## config.mk

```make
export PLATFORM = sky130hd
export DESIGN_NAME = vga_timing_gen_flat
export DESIGN_NICKNAME = d
export VERILOG_FILES = /design/src/rtl/vga_timing_pkg.sv /design/src/rtl/vga_timing_gen_if.sv /design/src/rtl/vga_axis_counter.sv /design/src/rtl/vga_timing_gen.sv /design/src/flat_wrapper.sv
export SDC_FILE = /design/constraint.sdc
export NUM_CORES = 1
export LEC_CHECK = 0
export ABC_AREA = 1
export CAP_MARGIN = 20
export CORE_ASPECT_RATIO = 0.6
export CORE_MARGIN = 2
export CORE_UTILIZATION = 61
export CTS_BUF_LIST = sky130_fd_sc_hd__clkbuf_8
export CTS_CLUSTER_SIZE = 28
export DETAILED_ROUTE_END_ITERATION = 10
export GPL_TIMING_DRIVEN = 0
export PLACE_DENSITY_LB_ADDON = 0.12
export SLEW_MARGIN = 10
export SYNTH_ARGS = -nofsm -noshare
export SYNTH_HDL_FRONTEND = slang
export SYNTH_SLANG_ARGS = --single-unit
```

## constraint.sdc

```tcl
create_clock -name clk25 -period 2.3 [get_ports clk25]
set_input_delay 0.46 -clock clk25 [delete_from_list [all_inputs] [get_ports clk25]]
set_output_delay 0.46 -clock clk25 [all_outputs]
set_load 0.01 [all_outputs]
```

## src/rtl/vga_timing_pkg.sv

```systemverilog
// Default 640x480@60 Hz raster constants and shared types for the VGA timing generator.
// Any other mode is obtained by overriding the generator's parameters.
package vga_timing_pkg;

    localparam int CNT_BITS = 10;
    localparam int Y_BITS   = 9;

    localparam int DEF_WIDTH   = 640;
    localparam int DEF_HEIGHT  = 480;
    localparam int DEF_H_FRONT = 16;
    localparam int DEF_H_SYNC  = 96;
    localparam int DEF_H_BACK  = 48;
    localparam int DEF_V_FRONT = 10;
    localparam int DEF_V_SYNC  = 2;
    localparam int DEF_V_BACK  = 33;

    localparam bit DEF_H_SYNC_POL = 1'b0;
    localparam bit DEF_V_SYNC_POL = 1'b0;

    localparam int DEF_H_TOTAL      = DEF_WIDTH + DEF_H_FRONT + DEF_H_SYNC + DEF_H_BACK;
    localparam int DEF_V_TOTAL      = DEF_HEIGHT + DEF_V_FRONT + DEF_V_SYNC + DEF_V_BACK;
    localparam int DEF_H_SYNC_START = DEF_WIDTH + DEF_H_FRONT;
    localparam int DEF_H_SYNC_END   = DEF_H_SYNC_START + DEF_H_SYNC;
    localparam int DEF_V_SYNC_START = DEF_HEIGHT + DEF_V_FRONT;
    localparam int DEF_V_SYNC_END   = DEF_V_SYNC_START + DEF_V_SYNC;

    typedef logic [CNT_BITS-1:0] cntT;

    typedef struct packed {
        logic              screenEnd;
        logic              active;
        logic              hSync;
        logic              vSync;
        cntT               x;
        logic [Y_BITS-1:0] y;
    } rasterOutT;

    function automatic int axisTotal(input int visible, input int front,
                                     input int sync, input int back);
        return visible + front + sync + back;
    endfunction

endpackage

```

## src/rtl/vga_timing_gen_if.sv

```systemverilog
// Raster timing bundle from the timing generator to the pixel colour mux.
interface vga_timing_gen_if;
    import vga_timing_pkg::*;

    logic              screenEnd;
    logic              active;
    logic              hSync;
    logic              vSync;
    cntT               x;
    logic [Y_BITS-1:0] y;

    modport master (output screenEnd, active, hSync, vSync, x, y);
    modport slave  (input  screenEnd, active, hSync, vSync, x, y);
endinterface

```

## src/rtl/vga_axis_counter.sv

```systemverilog
// Wrapping position counter for one raster axis; wrap flags the enabled cycle that returns to 0.
module vga_axis_counter #(
    parameter int TOTAL      = 800,
    parameter int WIDTH_BITS = 10
) (
    input  logic                  clk25,
    input  logic                  reset,
    input  logic                  en,
    output logic [WIDTH_BITS-1:0] cnt,
    output logic                  wrap
);
    localparam logic [WIDTH_BITS-1:0] LAST = WIDTH_BITS'(TOTAL - 1);
    localparam logic [WIDTH_BITS-1:0] ONE  = WIDTH_BITS'(1);

    assign wrap = en && (cnt == LAST);

    always_ff @(posedge clk25 or negedge reset) begin
        if (!reset) begin
            cnt <= '0;
        end else if (en) begin
            cnt <= wrap ? '0 : cnt + ONE;
        end
    end
endmodule

```

## src/rtl/vga_timing_gen.sv

```systemverilog
// Raster timing generator: two chained axis counters plus a registered decode so that
// sync, active, coordinates and screenEnd all leave on the same clock edge.
module vga_timing_gen
    import vga_timing_pkg::*;
#(
    parameter int WIDTH      = DEF_WIDTH,
    parameter int HEIGHT     = DEF_HEIGHT,
    parameter int H_FRONT    = DEF_H_FRONT,
    parameter int H_SYNC     = DEF_H_SYNC,
    parameter int H_BACK     = DEF_H_BACK,
    parameter int V_FRONT    = DEF_V_FRONT,
    parameter int V_SYNC     = DEF_V_SYNC,
    parameter int V_BACK     = DEF_V_BACK,
    parameter bit H_SYNC_POL = DEF_H_SYNC_POL,
    parameter bit V_SYNC_POL = DEF_V_SYNC_POL
) (
    input  logic             clk25,
    input  logic             reset,
    vga_timing_gen_if.master vga
);
    localparam int H_TOTAL = axisTotal(WIDTH, H_FRONT, H_SYNC, H_BACK);
    localparam int V_TOTAL = axisTotal(HEIGHT, V_FRONT, V_SYNC, V_BACK);

    localparam cntT H_ACT  = cntT'(WIDTH);
    localparam cntT V_ACT  = cntT'(HEIGHT);
    localparam cntT V_LAST = cntT'(HEIGHT - 1);
    localparam cntT H_SS   = cntT'(WIDTH + H_FRONT);
    localparam cntT H_SE   = cntT'(WIDTH + H_FRONT + H_SYNC);
    localparam cntT V_SS   = cntT'(HEIGHT + V_FRONT);
    localparam cntT V_SE   = cntT'(HEIGHT + V_FRONT + V_SYNC);

    localparam rasterOutT OUT_RESET = '{
        screenEnd: 1'b0,
        active:    1'b0,
        hSync:     ~H_SYNC_POL,
        vSync:     ~V_SYNC_POL,
        x:         '0,
        y:         '0
    };

    cntT       hCnt;
    cntT       vCnt;
    logic      hWrap;
    // The vertical wrap has no consumer: frame boundaries are taken from the decode below.
    logic      unusedVWrap;
    rasterOutT outNext;
    rasterOutT outReg;

    vga_axis_counter #(.TOTAL(H_TOTAL), .WIDTH_BITS(CNT_BITS)) hAxis (
        .clk25 (clk25),
        .reset (reset),
        .en    (1'b1),
        .cnt   (hCnt),
        .wrap  (hWrap)
    );

    vga_axis_counter #(.TOTAL(V_TOTAL), .WIDTH_BITS(CNT_BITS)) vAxis (
        .clk25 (clk25),
        .reset (reset),
        .en    (hWrap),
        .cnt   (vCnt),
        .wrap  (unusedVWrap)
    );

    always_comb begin
        outNext           = '0;
        outNext.active    = (hCnt < H_ACT) && (vCnt < V_ACT);
        outNext.hSync     = (hCnt >= H_SS && hCnt < H_SE) ? H_SYNC_POL : ~H_SYNC_POL;
        outNext.vSync     = (vCnt >= V_SS && vCnt < V_SE) ? V_SYNC_POL : ~V_SYNC_POL;
        // First blanking pixel after the last visible one: game logic gets the whole vblank.
        outNext.screenEnd = (hCnt == H_ACT) && (vCnt == V_LAST);
        if (outNext.active) begin
            outNext.x = hCnt;
            outNext.y = vCnt[Y_BITS-1:0];
        end
    end

    always_ff @(posedge clk25 or negedge reset) begin
        if (!reset) begin
            outReg <= OUT_RESET;
        end else begin
            outReg <= outNext;
        end
    end

    assign vga.screenEnd = outReg.screenEnd;
    assign vga.active    = outReg.active;
    assign vga.hSync     = outReg.hSync;
    assign vga.vSync     = outReg.vSync;
    assign vga.x         = outReg.x;
    assign vga.y         = outReg.y;
endmodule

```

## src/flat_wrapper.sv

```systemverilog
// flat-port wrapper written by rule: the top's interface ports become plain ports
module vga_timing_gen_flat import vga_timing_pkg::*;
#(
    parameter int WIDTH      = DEF_WIDTH,
    parameter int HEIGHT     = DEF_HEIGHT,
    parameter int H_FRONT    = DEF_H_FRONT,
    parameter int H_SYNC     = DEF_H_SYNC,
    parameter int H_BACK     = DEF_H_BACK,
    parameter int V_FRONT    = DEF_V_FRONT,
    parameter int V_SYNC     = DEF_V_SYNC,
    parameter int V_BACK     = DEF_V_BACK,
    parameter bit H_SYNC_POL = DEF_H_SYNC_POL,
    parameter bit V_SYNC_POL = DEF_V_SYNC_POL
)
  (clk25, reset, vga_screenEnd, vga_active, vga_hSync, vga_vSync, vga_x, vga_y);
  vga_timing_gen_if vga_i ();
  input  logic clk25;
  input  logic reset;
  output wire logic [$bits(vga_i.screenEnd)-1:0] vga_screenEnd;
  output wire logic [$bits(vga_i.active)-1:0] vga_active;
  output wire logic [$bits(vga_i.hSync)-1:0] vga_hSync;
  output wire logic [$bits(vga_i.vSync)-1:0] vga_vSync;
  output wire logic [$bits(vga_i.x)-1:0] vga_x;
  output wire logic [$bits(vga_i.y)-1:0] vga_y;
  assign vga_screenEnd = vga_i.screenEnd;
  assign vga_active = vga_i.active;
  assign vga_hSync = vga_i.hSync;
  assign vga_vSync = vga_i.vSync;
  assign vga_x = vga_i.x;
  assign vga_y = vga_i.y;
  vga_timing_gen #(.WIDTH(WIDTH), .HEIGHT(HEIGHT), .H_FRONT(H_FRONT), .H_SYNC(H_SYNC), .H_BACK(H_BACK), .V_FRONT(V_FRONT), .V_SYNC(V_SYNC), .V_BACK(V_BACK), .H_SYNC_POL(H_SYNC_POL), .V_SYNC_POL(V_SYNC_POL)) u_core (.clk25(clk25), .reset(reset), .vga(vga_i));
endmodule
```

Word level (Yosys, flattened, before mapping). Index checks and enable logic that the tools add are counted.

Magnitude comparators: 6. Eq/ne operators: 4. Reductions and logical operators: 5. Muxes and demuxes: 5. Add/sub/neg operators: 2.

Operators with widths (number): $eq 10x10->1 const B (3); $add 10x1->10 const B (2); $lt 10x10->1 const B (2); $lt 10x9->1 const B (2); $mux 10 (2); $mux 19 (1); $eq 10x9->1 const B (1); $ge 10x10->1 const B (1); $ge 10x9->1 const B (1); $logic_and 1x1->1 (5); $mux 1 (2).

Logic and storage cells: 30. Flip-flop bits (word level): 43.

Longest topological paths before layout. Gate-level depths: netlist of run 1.

Word-level depth: 3. Depth in mapped cells: 8. Mapped depth without buffers: 7.

Hierarchy. Synthesis of run 1 repeated with hierarchy kept, for this count alone.

Cells, all modules: 269. Area, all modules: 2148.3 µm².

By module, submodules not included: vga_timing_gen (times used 1, area each 902.1 µm², sequential area each 578.1 µm², cells an instance 92); vga_axis_counter at u_core.hAxis (times used 1, area each 634.4 µm², sequential area each 250.2 µm², cells an instance 89); vga_axis_counter at u_core.vAxis (times used 1, area each 611.8 µm², sequential area each 250.2 µm², cells an instance 88).

Worst setup path after synthesis of run 1. No wires, ideal clock.

Path type: register to register. Start: register u_core.hAxis.cnt[0]. End: register u_core.vAxis.cnt[5]. Arrival: 1262 ps. Buffers on the path: 0. Cell stages (with the launch flop): 7. Path slack: 918 ps. Required time: 2180 ps. Cell sequence: dfrtp_1 ha_1 nand2_2 nor2_4 nand4_1 o21ai_1 nand2_1.

Longest elaborated chain between the ends: 3.

RTL lines: start: declaration (RTL line vga_axis_counter.sv:9) `output logic [WIDTH_BITS-1:0] cnt,`; start signal: assignment (RTL line vga_axis_counter.sv:21) `cnt <= wrap ? '0 : cnt + ONE;`; $eq 10x10->1 (*) (RTL line vga_axis_counter.sv:15) `assign wrap = en && (cnt == LAST);`; $logic_and 1x1->1 (RTL line vga_axis_counter.sv:15); $mux 10 (RTL line vga_axis_counter.sv:21); end signal: assignment (RTL line vga_axis_counter.sv:21); end: declaration (RTL line vga_axis_counter.sv:9).

Mark *: on every way between the ends. The rest lies on a longest branch, timed or not. A chain may end at the register's enable or synchronous reset.

Worst setup path after layout of run 1.
Start: register u_core.outReg (netlist bit u_core.vga.vSync). End: output vga_vSync.

RTL lines: start: declaration (RTL line vga_timing_gen.sv:47) `rasterOutT outReg;`; start signal: assignment (RTL line vga_timing_gen.sv:82) `outReg <= outNext;`; end: declaration (RTL line flat_wrapper.sv:22) `output wire logic [$bits(vga_i.vSync)-1:0] vga_vSync;`.

No word-level cell between the ends.

==> out/summary.md, run 1 <==
Timing would allow up to 555.7 MHz. Summing all placed instances gives a cell area of 2190 um2. For this design the ratio of total power to cell area is 622.6 nW/um2. Summed over all layers, the routed wires come to 3967 um. The final weighted congestion in routability-driven placement was 0.8979; the longest individual stage delay on the worst path was 0.53 ns. The die is 47.02 um tall.

For this run, the number of Yosys warnings is 0. Once placement completed, the tool counted placed cells totaling 273. VDD sags by at most 0.0004434 V. Measured against its own limit, the worst slew margin works out to 74.50%. The utilization after layout is 79.83%. The largest buffer count on any clock path was 2. The run gives 0 as the final hold violation count.

The design draws 1.446 mW. The net count of the finished layout is 244. The slowest library cell on the worst path was sky130_fd_sc_hd__dfstp_2.

Setup total negative slack on the finished layout was measured at 0 ns. Capture instance of the worst register-to-register path: u_core.vAxis.cnt[5]. Synthesis produced 206 cells. Clock tree synthesis selected as its root buffer the cell sky130_fd_sc_hd__clkbuf_8.

The number of antenna violations at the first check in global routing came out at 0. Entering global routing, the biggest net connects 31 pins. The count of distinct cell types in the synthesized netlist is 22, and the worst setup slack for register-to-register paths is 0.60 ns. For the worst flop-to-flop path, the logic depth is 6.

Setup violations remaining at the end of the flow were counted as 0. The run finished with clean final reports. Once layout is done, the placed cells without fillers occupy 2322 um2. Die width: 75.71 um.

From synthesis to final layout, the design area changed by 23.40%. The worst path buffer plus inverter count came out at 1. The highest net fanout along the worst path is 1, and the total CTS buffers is 5.

For this run, the number of standard cells in the final layout without fillers is 281. In the final routed layout, each cell accounts on average for 14.12 um. The worst setup path is captured at a primary output. Across all layers, the routed design uses 1542 vias. For the finished layout, the period the worst path requires is 1.800 ns. Walking the worst path, the cells encountered are clkdlybuf4s50_1. TritonCTS built the clock tree. The post-CTS setup buffer count is 0, and the global router's overall resource usage is 25.01%. The worst hold path class was in -> async. The logs give 1.84 ns for the data required time of the worst path and 1.34 ns for the arrival time reported for the critical path endpoint. After clock tree synthesis, the clock-pin slew on the worst setup and hold paths is 0.08 ns. Before antenna repair, the detailed router went through 4 iterations.

The final max-slew violation count is 0. Timing analysis after detailed placement gives a worst setup slack of 0.6725 ns. The leakage power of the design was 1.140 nW; the full die area was 3560 um2. Fill cells in the final layout number 191.

The first global-routing pass estimated 6306 um of wire. The tools report the total of cells resized after clock tree synthesis as 0. 25 I/O pins were placed.

0 antenna diodes ended up in the layout. The tools report the via count of the first global-routing pass as 1352. The placed wire-length estimate after detailed placement was 2870 um. The startpoint class of the critical path was a register.

The class of the most critical setup path is reg -> out. In this run the tool buffered the top-level ports with 24 buffer cells. Sequential elements use 57.31% of the synthesized area. In the final layout, the share of cells above drive strength 1 is 8.368%.

For the worst slack on hold paths, the log shows 0.06120 ns. The final critical-path setup slack is 0.5004 ns, and the share of the clock period used by the worst path is 78.24%. Synthesis inferred 43 register bits. The kind of cell adding the most delay to the critical path is flip-flops. The region available for standard cell placement spans 2909 um2.

The clock net in this run drives a total of 43 sinks. For the remaining number of nets flagged by the antenna check after routing, the log shows 0. Counting every net in the synthesized netlist gives 212. The logs give 2 for the H-tree depth reported by CTS and 64.69% for the effective utilization at floorplan.

The initialized floorplan defines 15 standard-cell rows. The run gives 0.29 ns as the clock latency of the later-clocked register in the worst-skew pair. The post-cts hold buffer count is 0, and the number of DRC markers after the initial detailed-route iteration is 141.

The tool flagged a number of max-cap violations equal to 0. In this run the mean area of a mapped cell was 9.135 um2. The via-per-instance ratio came out at 5.488. The slew at the pin closest to its max-slew limit was 0.3796 ns. Setup repair after global routing left no endpoint under its margin.

The synthesized area was 1882 um2. The worst register-to-register path begins at u_core.hAxis.cnt[0]. In the routed design, unresolved DRC markers number 0. Across the routed clock network, the largest skew measured is 0.004907 ns.

For the final global-route overflow total, the log shows 0.
==> Yosys cell counts, drive strengths merged <==
master	number	share of area, %
a21oi	2	0.53
buf	2	1.0
clkbuf	1	0.27
dfrtp	41	55
dfstp	2	2.8
ha	4	2.7
inv	34	6.8
nand2	29	5.9
nand3	14	4.0
nand3b	1	0.40
nand4	13	4.7
nor2	37	8.2
nor3	5	1.3
o21ai	14	3.7
xor2	7	3.3
==> cell usage in the layout, fill, tap and decap left out, types with 2 or more instances in the layout <==
| cell | n |
|---|---|
| sky130_fd_sc_hd__ha_1 | 4 |
| sky130_fd_sc_hd__nand3_1 | 13 |
| sky130_fd_sc_hd__clkdlybuf4s50_1 | 23 |
| sky130_fd_sc_hd__nor2_4 | 2 |
| sky130_fd_sc_hd__bufinv_16 | 2 |
| sky130_fd_sc_hd__inv_1 | 34 |
| sky130_fd_sc_hd__nor3_1 | 5 |
| sky130_fd_sc_hd__dfrtp_1 | 41 |
| sky130_fd_sc_hd__clkbuf_8 | 5 |
| sky130_fd_sc_hd__nor2_1 | 35 |
| sky130_fd_sc_hd__a21oi_1 | 2 |
| sky130_fd_sc_hd__o21ai_0 | 13 |
| sky130_fd_sc_hd__dfstp_2 | 2 |
| sky130_fd_sc_hd__xor2_1 | 7 |
| sky130_fd_sc_hd__nand4_1 | 12 |
| sky130_fd_sc_hd__nand2_1 | 28 |
==> registers in the layout (all words and copies together) (netlist names) <==
signal and count:
u_core.vga.x 10, u_core.vga.y 9, u_core.vga.vSync 1, u_core.hAxis.cnt 10, u_core.vga.active 1, u_core.vAxis.cnt 10, u_core.vga.hSync 1, u_core.vga.screenEnd 1
==> how the worst max path moves through the flow <==
stage,cells past startpoint,startpoint,slack [ns],to
4_1_cts,1,u_core.vga.vSync,0.50,vga_vSync
6_report,1,u_core.vga.vSync,0.50,vga_vSync
5_1_grt,6,u_core.hAxis.cnt[0],0.47,u_core.vAxis.cnt[5]
3_5_place_dp,6,u_core.hAxis.cnt[0],0.67,u_core.vAxis.cnt[5]
2_1_floorplan,6,u_core.hAxis.cnt[0],0.92,u_core.vAxis.cnt[5]
3_3_place_gp,1,reset,-0.19,u_core.vga.y[2]
==> cell type report <==
type                            count  area, um2  share of cell area [%]
Buffer                              3      23.77                   1.024
Clock buffer                        5      68.82                   2.963
Clock inverter                      3      63.81                   2.748
Inverter                           34      127.6                   5.496
Multi-Input combinational cell    126      651.9                   28.07
Sequential cell                    43       1079                   46.44
Tap cell                           42      52.55                   2.263
Timing Repair Buffer               25      255.2                   10.99
==> cell families (layout without fill, tap and decap cells) <==
kind of cell / Yosys count / count (layout) / synth area share [%]
adder cells (fa/ha/maj): 4 / 4 / 2.660
flip-flops: 43 / 43 / 57.31
AO/OA/AOI/OAI: 16 / 16 / 4.255
XOR/XNOR: 7 / 7 / 3.258
buffers and inverters: 37 / 70 / 8.045
AND/OR/NAND/NOR: 99 / 99 / 24.47
==> layer usage <==
metal / wire length (um) / GRT usage, % / vias up
met4: 50 / 7.018 / 0
li1: - / - / 710
met5: 0 / 0 / -
met1: 1903 / 37.45 / 723
met3: 430 / 8.798 / 10
met2: 1582 / 34.78 / 99
==> where the power goes <==
part | switching, mW | internal, mW | leakage, nW | total, mW
Sequential | 0 | 0.755 | 0.565 | 0.755
Clock | 0.243 | 0.429 | 0.0695 | 0.672
Combinational | 0.0143 | 0.00402 | 0.506 | 0.0183
Total | 0.257 | 1.19 | 1.14 | 1.45
Power figures use the tool's default switching activity.
==> run 2, diff against run 1 <==
CORE_UTILIZATION = 51   (was 61)
clock period = 1.5 ns   (was 2.3 ns; I/O delays follow)
==> run 2 against run 1 <==
- first-iteration DRC count rose by 17%
- critical path depth did not move
- count of clock-buffer cells in the layout did not move
- critical path type unchanged
- register-to-register slack got worse by 0.54 ns
- design area rose by 4.3%
- cell count rose by 5.3%
- worst setup slack got worse by 0.48 ns
- routed wire length rose by 1.6%
- critical endpoint is now vga_x[2]
==> out/summary.md, run 2 (synthesis gave the netlist of run 1 again) <==
The most common library cell in the layout ignoring fill and taps is sky130_fd_sc_hd__dfrtp_1 (unchanged). The run gives 4 (unchanged) as the number of detailed-route iterations in the first pass. The run gives 0.02442 ns (was 0.5004 ns) as the final critical-path setup slack.

The tools report the remaining number of nets flagged by the antenna check after routing as 0 (unchanged). The global router's overall resource usage was 21.79% (was 25.01%). The final max-slew violation count was 0 (unchanged).

The tools report the buffer cell driving the clock tree root as sky130_fd_sc_hd__clkbuf_8 (unchanged). The part of the total power dissipated in combinational logic came out at 1.6% (was 1.3%). The worst path buffer plus inverter count was 1 (unchanged). The longest individual stage delay on the worst path was 0.53 ns (about the same).

The worst slack at placement was -0.2007 ns (was 0.6725 ns). The share of cells above drive strength 1 was 14.86% (was 8.368%); the core region area was 3595 um2 (was 2909 um2). The tools report the final weighted congestion in routability-driven placement as 0.9059 (was 0.8979). The clock slew seen by the registers of the worst setup and hold paths was 0.08 ns (about the same). Maximum resistive drop on vdd: 0.0005828 V (was 0.0004434 V). Via count of the first global-routing pass: 1364 (was 1352). The run finished with clean final reports. The final global-route overflow total is 0 (unchanged), and the proportion of power drawn by flip-flops and latches is 60.3% (was 52.3%).

The count of port buffers added during placement was 24 (unchanged). TritonCTS built the clock tree. Largest buffer count on any clock path: 2 (unchanged). The internal cell power is 1.490 mW (was 1.189 mW), and the number of DRC markers after the initial detailed-route iteration is 165 (was 141).

The logs give 4029 um (was 3967 um) for the total wire length and 1518 (was 1542) for the total number of vias. Number of antenna violations at the first check in global routing: 0 (unchanged). The slowest library cell on the worst path is sky130_fd_sc_hd__clkdlybuf4s50_1 (was sky130_fd_sc_hd__dfstp_2). The via-per-instance ratio came out at 5.128 (was 5.488). The net switching component of the power is 0.4310 mW (was 0.2570 mW), and the utilization after layout is 67.39% (was 79.83%). The post-route clock skew was 0.007104 ns (was 0.004907 ns). The run gives 74.57% (was 74.50%) as the worst slew margin relative to its limit.

The highest net fanout along the worst path is 1 (unchanged). Vertical die dimension: 51.05 um (was 47.02 um). The total DRC errors in the routed layout was 0 (unchanged). The number of cell rows was 17 (was 15); the leakage power of the design was 1.288 nW (was 1.140 nW). The relative contribution of the clock network to total power came out at 38.1% (was 46.5%). The instance area after placement came out at 2196 um2 (was 2190 um2).

The total power divided by cell area is 793.0 nW/um2 (was 622.6 nW/um2). The placed wire-length estimate after detailed placement is 2792 um (was 2870 um), and the wire length per cell is 13.61 um (was 14.12 um). Most used cells in the layout excluding fill and tap cells: sky130_fd_sc_hd__dfrtp_1 (39), sky130_fd_sc_hd__inv_1 (32), sky130_fd_sc_hd__nor2_1 (32), sky130_fd_sc_hd__nand2_1 (28) (was sky130_fd_sc_hd__dfrtp_1 (41), sky130_fd_sc_hd__nor2_1 (35), sky130_fd_sc_hd__inv_1 (34), sky130_fd_sc_hd__nand2_1 (28), sky130_fd_sc_hd__clkdlybuf4s50_1 (23)). The run gives 1.18 ns (was 1.34 ns) as the arrival time reported for the critical path endpoint. The run gives 43 (unchanged) as the number of clock sinks. The worst hold path class is in -> async (unchanged). The die width was 82.42 um (was 75.71 um). Based on the critical path, the design can be clocked at up to 677.7 MHz. Worst slack on hold paths: 0.4046 ns (was 0.06120 ns). The tools report the kind of capture point of the worst setup path as a primary output (unchanged). The first-pass GRT wire length is 6568 um (was 6306 um).

The logs give 0.30 ns (was 0.29 ns) for the clock latency of the later-clocked register in the worst-skew pair and 34 (was 31) for the largest net degree at the start of global routing. The tools report the number of cells in the finished layout apart from fillers as 296 (was 281). The final hold violation count is 0 (unchanged). The class of the most critical setup path is reg -> out (unchanged). The number of placed cells counting well taps is 278 (was 273). Kind of cell adding the most delay to the critical path: buffers and inverters (was flip-flops). The effective utilization at floorplan is 52.35% (was 64.69%), and the H-tree depth reported by CTS is 2 (unchanged). The tools report the number of failing setup endpoints in the final timing report as 0 (unchanged). The full die area came out at 4208 um2 (was 3560 um2). For the number of antenna cells inserted, the log shows 0 (unchanged).

The area growth from synthesis to layout came out at 28.72% (was 23.40%). The run gives 25 (unchanged) as the count of pins on the block boundary. The final design area excluding fillers was 2422 um2 (was 2322 um2). The share of the clock period used by the worst path is 98.37%. Subtracting the final worst setup slack from the clock period gives 1.476 ns.

The max-capacitance violation count was 0 (unchanged). The tools report the data required time of the worst path as 1.20 ns (was 1.84 ns). The slew at the pin closest to its max-slew limit is 0.3785 ns (was 0.3796 ns), and the proportion of total power due to net switching is 22.43% (was 17.78%). CP Cell Sequence: clkdlybuf4s50_1 (unchanged). The startpoint class of the critical path was a register (unchanged). For the number of nets at the end of the flow, the log shows 254 (was 244). The total CTS buffers was 5 (unchanged).
-- run 2: area by class of cell --
cell class / count / area [um2]
plain buffers: 3 / 23.77
clock buffers: 5 / 68.82
clock inverters: 3 / 20.02
fillers: 287 / 1172
inverters: 34 / 127.6
multi-input cells: 126 / 676.9
flip-flops and latches: 43 / 1081
well taps: 47 / 58.81
repair buffers: 35 / 365.4
-- run 2: worst paths after layout --
kind	depth (start not counted)	start	slack, ns	end
max in group asynchronous	3	reset	0.58	u_core.vga.hSync
setup / recovery	1	u_core.vga.x[2]	0.02	vga_x[2]
hold reg to reg	1	u_core.vAxis.cnt[1]	0.57	u_core.vga.vSync
hold / removal	2	reset	0.40	u_core.vga.x[0]
setup reg to reg	7	u_core.hAxis.cnt[1]	0.06	u_core.vAxis.cnt[1]
min in group clk25	1	u_core.vAxis.cnt[1]	0.57	u_core.vga.vSync
-- run 2: per-stage QoR --
| step | power [mW] | setup TNS [ns] |
|---|---|---|
| 2_1_floorplan | 1.182 | 0 |
| 3_3_place_gp | 1.206 | -40.49 |
| 3_5_place_dp | 1.212 | -1.730 |
| 4_1_cts | 1.929 | 0 |
| 5_1_grt | 1.995 | -0.1024 |
| 6_report | 1.921 | 0 |
-- run 2: routing by layer --
layer | GRT usage (%) | vias up | part of all wire (%)
li1 | - | 737 | -
met5 | 0 | - | 0
met1 | 34.50 | 725 | 50
met4 | 7.222 | 0 | 1.3
met2 | 28.09 | 49 | 42
met3 | 6.184 | 7 | 6.8
-- run 2: repair_timing --
action                                  in CTS  in global routing
endpoints found under the hold margin        9                  0
endpoints found under the setup margin      20                 31
hold buffers                                 1                  0
gates resized for setup                      6                 14
pin swaps                                    3                  4
buffers inserted                             5                  4
-- run 2: power groups by stage --
stage | Combinational, mW | Sequential (mW) | Clock, mW
2_1_floorplan | 0.000000410 | 1.18 | 0
3_3_place_gp | 0.0250 | 1.18 | 0
3_5_place_dp | 0.0307 | 1.18 | 0
4_1_cts | 0.0322 | 1.16 | 0.739
5_1_grt | 0.0362 | 1.16 | 0.801
6_report | 0.0302 | 1.16 | 0.733
==> run 3, diff against run 2 <==
ABC_AREA = 0   (was 1)
==> run 3 against run 2 <==
- the run now ends with setup timing left
- total power fell by 2.9%
- clock power shrank 7.6%
- maximum frequency is 9.3% lower
- first-iteration DRC count fell by 48%
- cell count down 16%
- utilization is 6.7 points higher
- worst hold slack better by 0.082 ns
==> out/summary.md, run 3 <==
Setup repair after global routing could not meet its margin everywhere. Synthesized instance count: 158 (was 206). The area share of xor/xnor cells in the synthesized design was 5.263% (was 3.258%); the share of synthesized flip-flops with an asynchronous set or reset was 100.0% (unchanged). TritonCTS built the clock tree. The number of enable flip-flop cells after synthesis is 0 (unchanged). The run gives 0.8442 (was 0.9059) as the final weighted congestion in routability-driven placement. Share of cells above drive strength 1: 31.22% (was 14.86%). The synthesized net count was 164 (was 212). The first-pass GRT wire length came out at 6106 um (was 6568 um). The tools report the startpoint class of the critical path as a register (unchanged). The highest net fanout along the worst path works out to 4 (was 1).

The class of the most critical setup path is reg -> reg (was reg -> out). The run gives 2 (unchanged) as the largest buffer count on any clock path. The synthesized-area fraction occupied by adder cells was 2.734% (was 2.660%); the global router's overall resource usage was 20.04% (was 21.79%). The logs give 3343 um2 (was 3595 um2) for the core region area and 0.0005419 V (was 0.0005828 V) for the maximum resistive drop on vdd. Simple-gate share of the synthesized area: 23.79% (was 24.47%). Complex-gate fraction of the synthesized area: 4.033% (was 4.255%).

The run gives -0.13 ns (was 0.06 ns) as the worst setup slack for register-to-register paths. The buffer cell driving the clock tree root was sky130_fd_sc_hd__clkbuf_8 (unchanged). The time the final worst path needs with I/O delays and setup is 1.626 ns (was 1.476 ns), and the final global-route overflow total is 0 (unchanged). Cell types occupying the most area after synthesis: sky130_fd_sc_hd__dfrtp_1 (56%), sky130_fd_sc_hd__and2_1 (4.1%), sky130_fd_sc_hd__nand3_1 (3.3%) (was sky130_fd_sc_hd__dfrtp_1 (55%), sky130_fd_sc_hd__nor2_1 (7.0%), sky130_fd_sc_hd__inv_1 (6.6%)). The die width works out to 81.35 um (was 82.42 um). The number of cell rows was 16 (was 17).

Top cells by count, synth: sky130_fd_sc_hd__dfrtp_1 (41), sky130_fd_sc_hd__and2_1 (12), sky130_fd_sc_hd__nand3_1 (12), sky130_fd_sc_hd__nor3_1 (8) (was sky130_fd_sc_hd__dfrtp_1 (41), sky130_fd_sc_hd__nor2_1 (35), sky130_fd_sc_hd__inv_1 (33), sky130_fd_sc_hd__nand2_1 (28)). The portion of the post-synthesis area used by sequential elements was 58.92% (was 57.31%). The worst hold path class is in -> async (unchanged). The area growth from synthesis to layout is 35.27% (was 28.72%).

The effective utilization at floorplan was 54.75% (was 52.35%). The share of synthesized area spent on multiplexers was 0.5468% (was 0%). The final reports fail on setup timing.

The number of clock sinks is 43 (unchanged). The total CTS buffers is 5 (unchanged), and the synthesized area is 1831 um2 (was 1882 um2). Leading cell type by number of instances after synthesis: sky130_fd_sc_hd__dfrtp_1 (unchanged). The total wire length was 3706 um (was 4029 um). The run gives 0 (unchanged) as the number of antenna violations at the first check in global routing. The final max-slew violation count was 0 (unchanged); the count of pins on the block boundary was 25 (unchanged).

The count of port buffers added during placement works out to 24 (unchanged). The kind of capture point of the worst setup path is a register (was a primary output). The most common library cell in the layout ignoring fill and taps was sky130_fd_sc_hd__dfrtp_1 (unchanged). The startpoint of the worst register-to-register path is u_core.hAxis.cnt[5] (was u_core.hAxis.cnt[1]). The tools report the number of antenna cells inserted as 0 (unchanged). The number of detailed-route iterations in the first pass is 4 (unchanged).

The worst slack at placement was -0.3363 ns (was -0.2007 ns). Most used cells in the layout excluding fill and tap cells: sky130_fd_sc_hd__dfrtp_1 (38), sky130_fd_sc_hd__clkdlybuf4s50_1 (19), sky130_fd_sc_hd__buf_4 (16), sky130_fd_sc_hd__and2_1 (12), sky130_fd_sc_hd__nand3_1 (9) (was sky130_fd_sc_hd__dfrtp_1 (39), sky130_fd_sc_hd__inv_1 (32), sky130_fd_sc_hd__nor2_1 (32), sky130_fd_sc_hd__nand2_1 (28)). The utilization after layout was 74.06% (was 67.39%). For the largest net degree at the start of global routing, the log shows 27 (was 34). The dominant combinational cell family by area after synthesis is simple AND/OR/NAND/NOR gates (unchanged). The most used flip-flop cell after synthesis was sky130_fd_sc_hd__dfrtp_1 (unchanged). The clock slew seen by the registers of the worst setup and hold paths works out to 0.08 ns (about the same).

The number of cells on the worst reg-to-reg path is 4 (was 7). The via-per-instance ratio works out to 5.360 (was 5.128). The number of DRC markers after the initial detailed-route iteration was 85 (was 165). The tools report the placed wire-length estimate after detailed placement as 2299 um (was 2792 um). The worst slack on hold paths was 0.4862 ns (was 0.4046 ns); the flip-flop and latch count after synthesis was 43 (unchanged).

The tools report the capture instance of the worst register-to-register path as u_core.vAxis.cnt[9] (was u_core.vAxis.cnt[1]). The max-capacitance violation count was 0 (unchanged). The final critical-path setup slack was -0.1263 ns (was 0.02442 ns). The clock latency of the later-clocked register in the worst-skew pair was 0.29 ns (was 0.30 ns). Synthesized area per cell: 11.59 um2 (was 9.135 um2).

The logs give 0 (unchanged) for the synthesis warning total and 4100 um2 (was 4208 um2) for the full die area. The remaining number of nets flagged by the antenna check after routing came out at 0 (unchanged). Count of distinct cell types in the synthesized netlist: 38 (was 22). The area share of the leading cell type in the synthesized netlist works out to 56.05% (was 54.52%). The slew at the pin closest to its max-slew limit works out to 0.4463 ns (was 0.3785 ns). The via count of the first global-routing pass is 1277 (was 1364), and the total DRC errors in the routed layout is 0 (unchanged).

The run gives 70.25% (was 74.57%) as the worst slew margin relative to its limit. The share of the clock period used by the worst path was 108.4% (was 98.37%). Library cell occupying the most area in the post-synthesis netlist: sky130_fd_sc_hd__dfrtp_1 (unchanged).

The tools report the arrival time reported for the critical path endpoint as 1.84 ns (was 1.18 ns). The tools report the fmax as 614.9 MHz (was 677.7 MHz). The logs give 1.72 ns (was 1.20 ns) for the data required time of the worst path and 2 (unchanged) for the H-tree depth reported by CTS. The vertical die dimension works out to 50.41 um (was 51.05 um). The number of cells in the finished layout apart from fillers was 250 (was 296). The total number of vias was 1340 (was 1518); the number of failing setup endpoints in the final timing report was 14 (was 0). The logs give 1.120 nW (was 1.288 nW) for the leakage power of the design and 0.005689 ns (was 0.007104 ns) for the post-route clock skew. The total power divided by cell area is 753.5 nW/um2 (was 793.0 nW/um2). The tools report the number of nets at the end of the flow as 210 (was 254).

The flow ran to the end, but the final reports show violations. The tools report the final hold violation count as 0 (unchanged). The number of placed cells counting well taps is 228 (was 278), and the wire length per cell is 14.82 um (was 13.61 um).
run 3: metrics by stage:
step	TNS (ns)	cell area, um2	total power, mW
2_1_floorplan	-0.2898	1853	1.182
3_3_place_gp	-43.23	2150	1.206
3_5_place_dp	-5.284	2165	1.212
4_1_cts	-0.9501	2404	1.883
5_1_grt	-2.197	2476	1.944
6_report	-0.7242	2476	1.866
run 3: worst max-delay path, cell delays in order (launching register included):
cell                      delay [ns]
sky130_fd_sc_hd__dfrtp_2        0.45
sky130_fd_sc_hd__nor4b_4        0.40
sky130_fd_sc_hd__nand4_4        0.16
sky130_fd_sc_hd__or4_1          0.42
sky130_fd_sc_hd__a21oi_1        0.13
run 3: repair_timing:
item	CTS	global route
endpoints found under the hold margin	17	0
hold buffers	1	0
endpoints found under the setup margin	31	28
pin swaps	16	9
gates resized for setup	30	14
setup buffers	9	7
cloned	1	0
run 3: power by group:
part	leakage [nW]	switching (mW)	internal [mW]
Clock	0.0505	0.364	0.313
Combinational	0.508	0.0227	0.00781
Sequential	0.562	0	1.16
run 3: worst max path at each step:
stage,startpoint,to,slack [ns],cells after the start
finish,u_core.hAxis.cnt[5],u_core.vAxis.cnt[9],-0.13,4
global route,u_core.hAxis.cnt[5],u_core.vAxis.cnt[9],-0.18,4
CTS,u_core.hAxis.cnt[7],u_core.vAxis.cnt[9],-0.14,5
detailed placement,u_core.vAxis.cnt[5],u_core.vga.y[7],-0.34,6
global placement,reset,u_core.vga.x[9],-0.91,1
floorplan,u_core.hAxis.cnt[0],u_core.vAxis.cnt[3],-0.05,8
run 3: cells by family after synthesis:
| logic type | count (synthesis) |
|---|---|
| adder cells (fa/ha/maj) | 4 |
| flip-flops | 43 |
| AND/OR/NAND/NOR | 70 |
| buffers and inverters | 16 |
| AO/OA/AOI/OAI | 13 |
| XOR/XNOR | 11 |
| multiplexers | 1 |
run 3: cell type report:
type,count,area (um2)
buffer,6,51.30
timing repair buffer,42,404.1
multi-input combinational,99,774.5
sequential,43,1082
inverter,7,26.28
clock buffer,5,68.82
clock inverter,3,12.51
fill,234,867.1
tap,45,56.30
run 3: per-layer routing:
metal | routed length, um | global-route usage [%]
met5 | 0 | 0
met4 | 48 | 7.062
met3 | 207 | 5.036
met2 | 1685 | 29.51
met1 | 1765 | 28.88
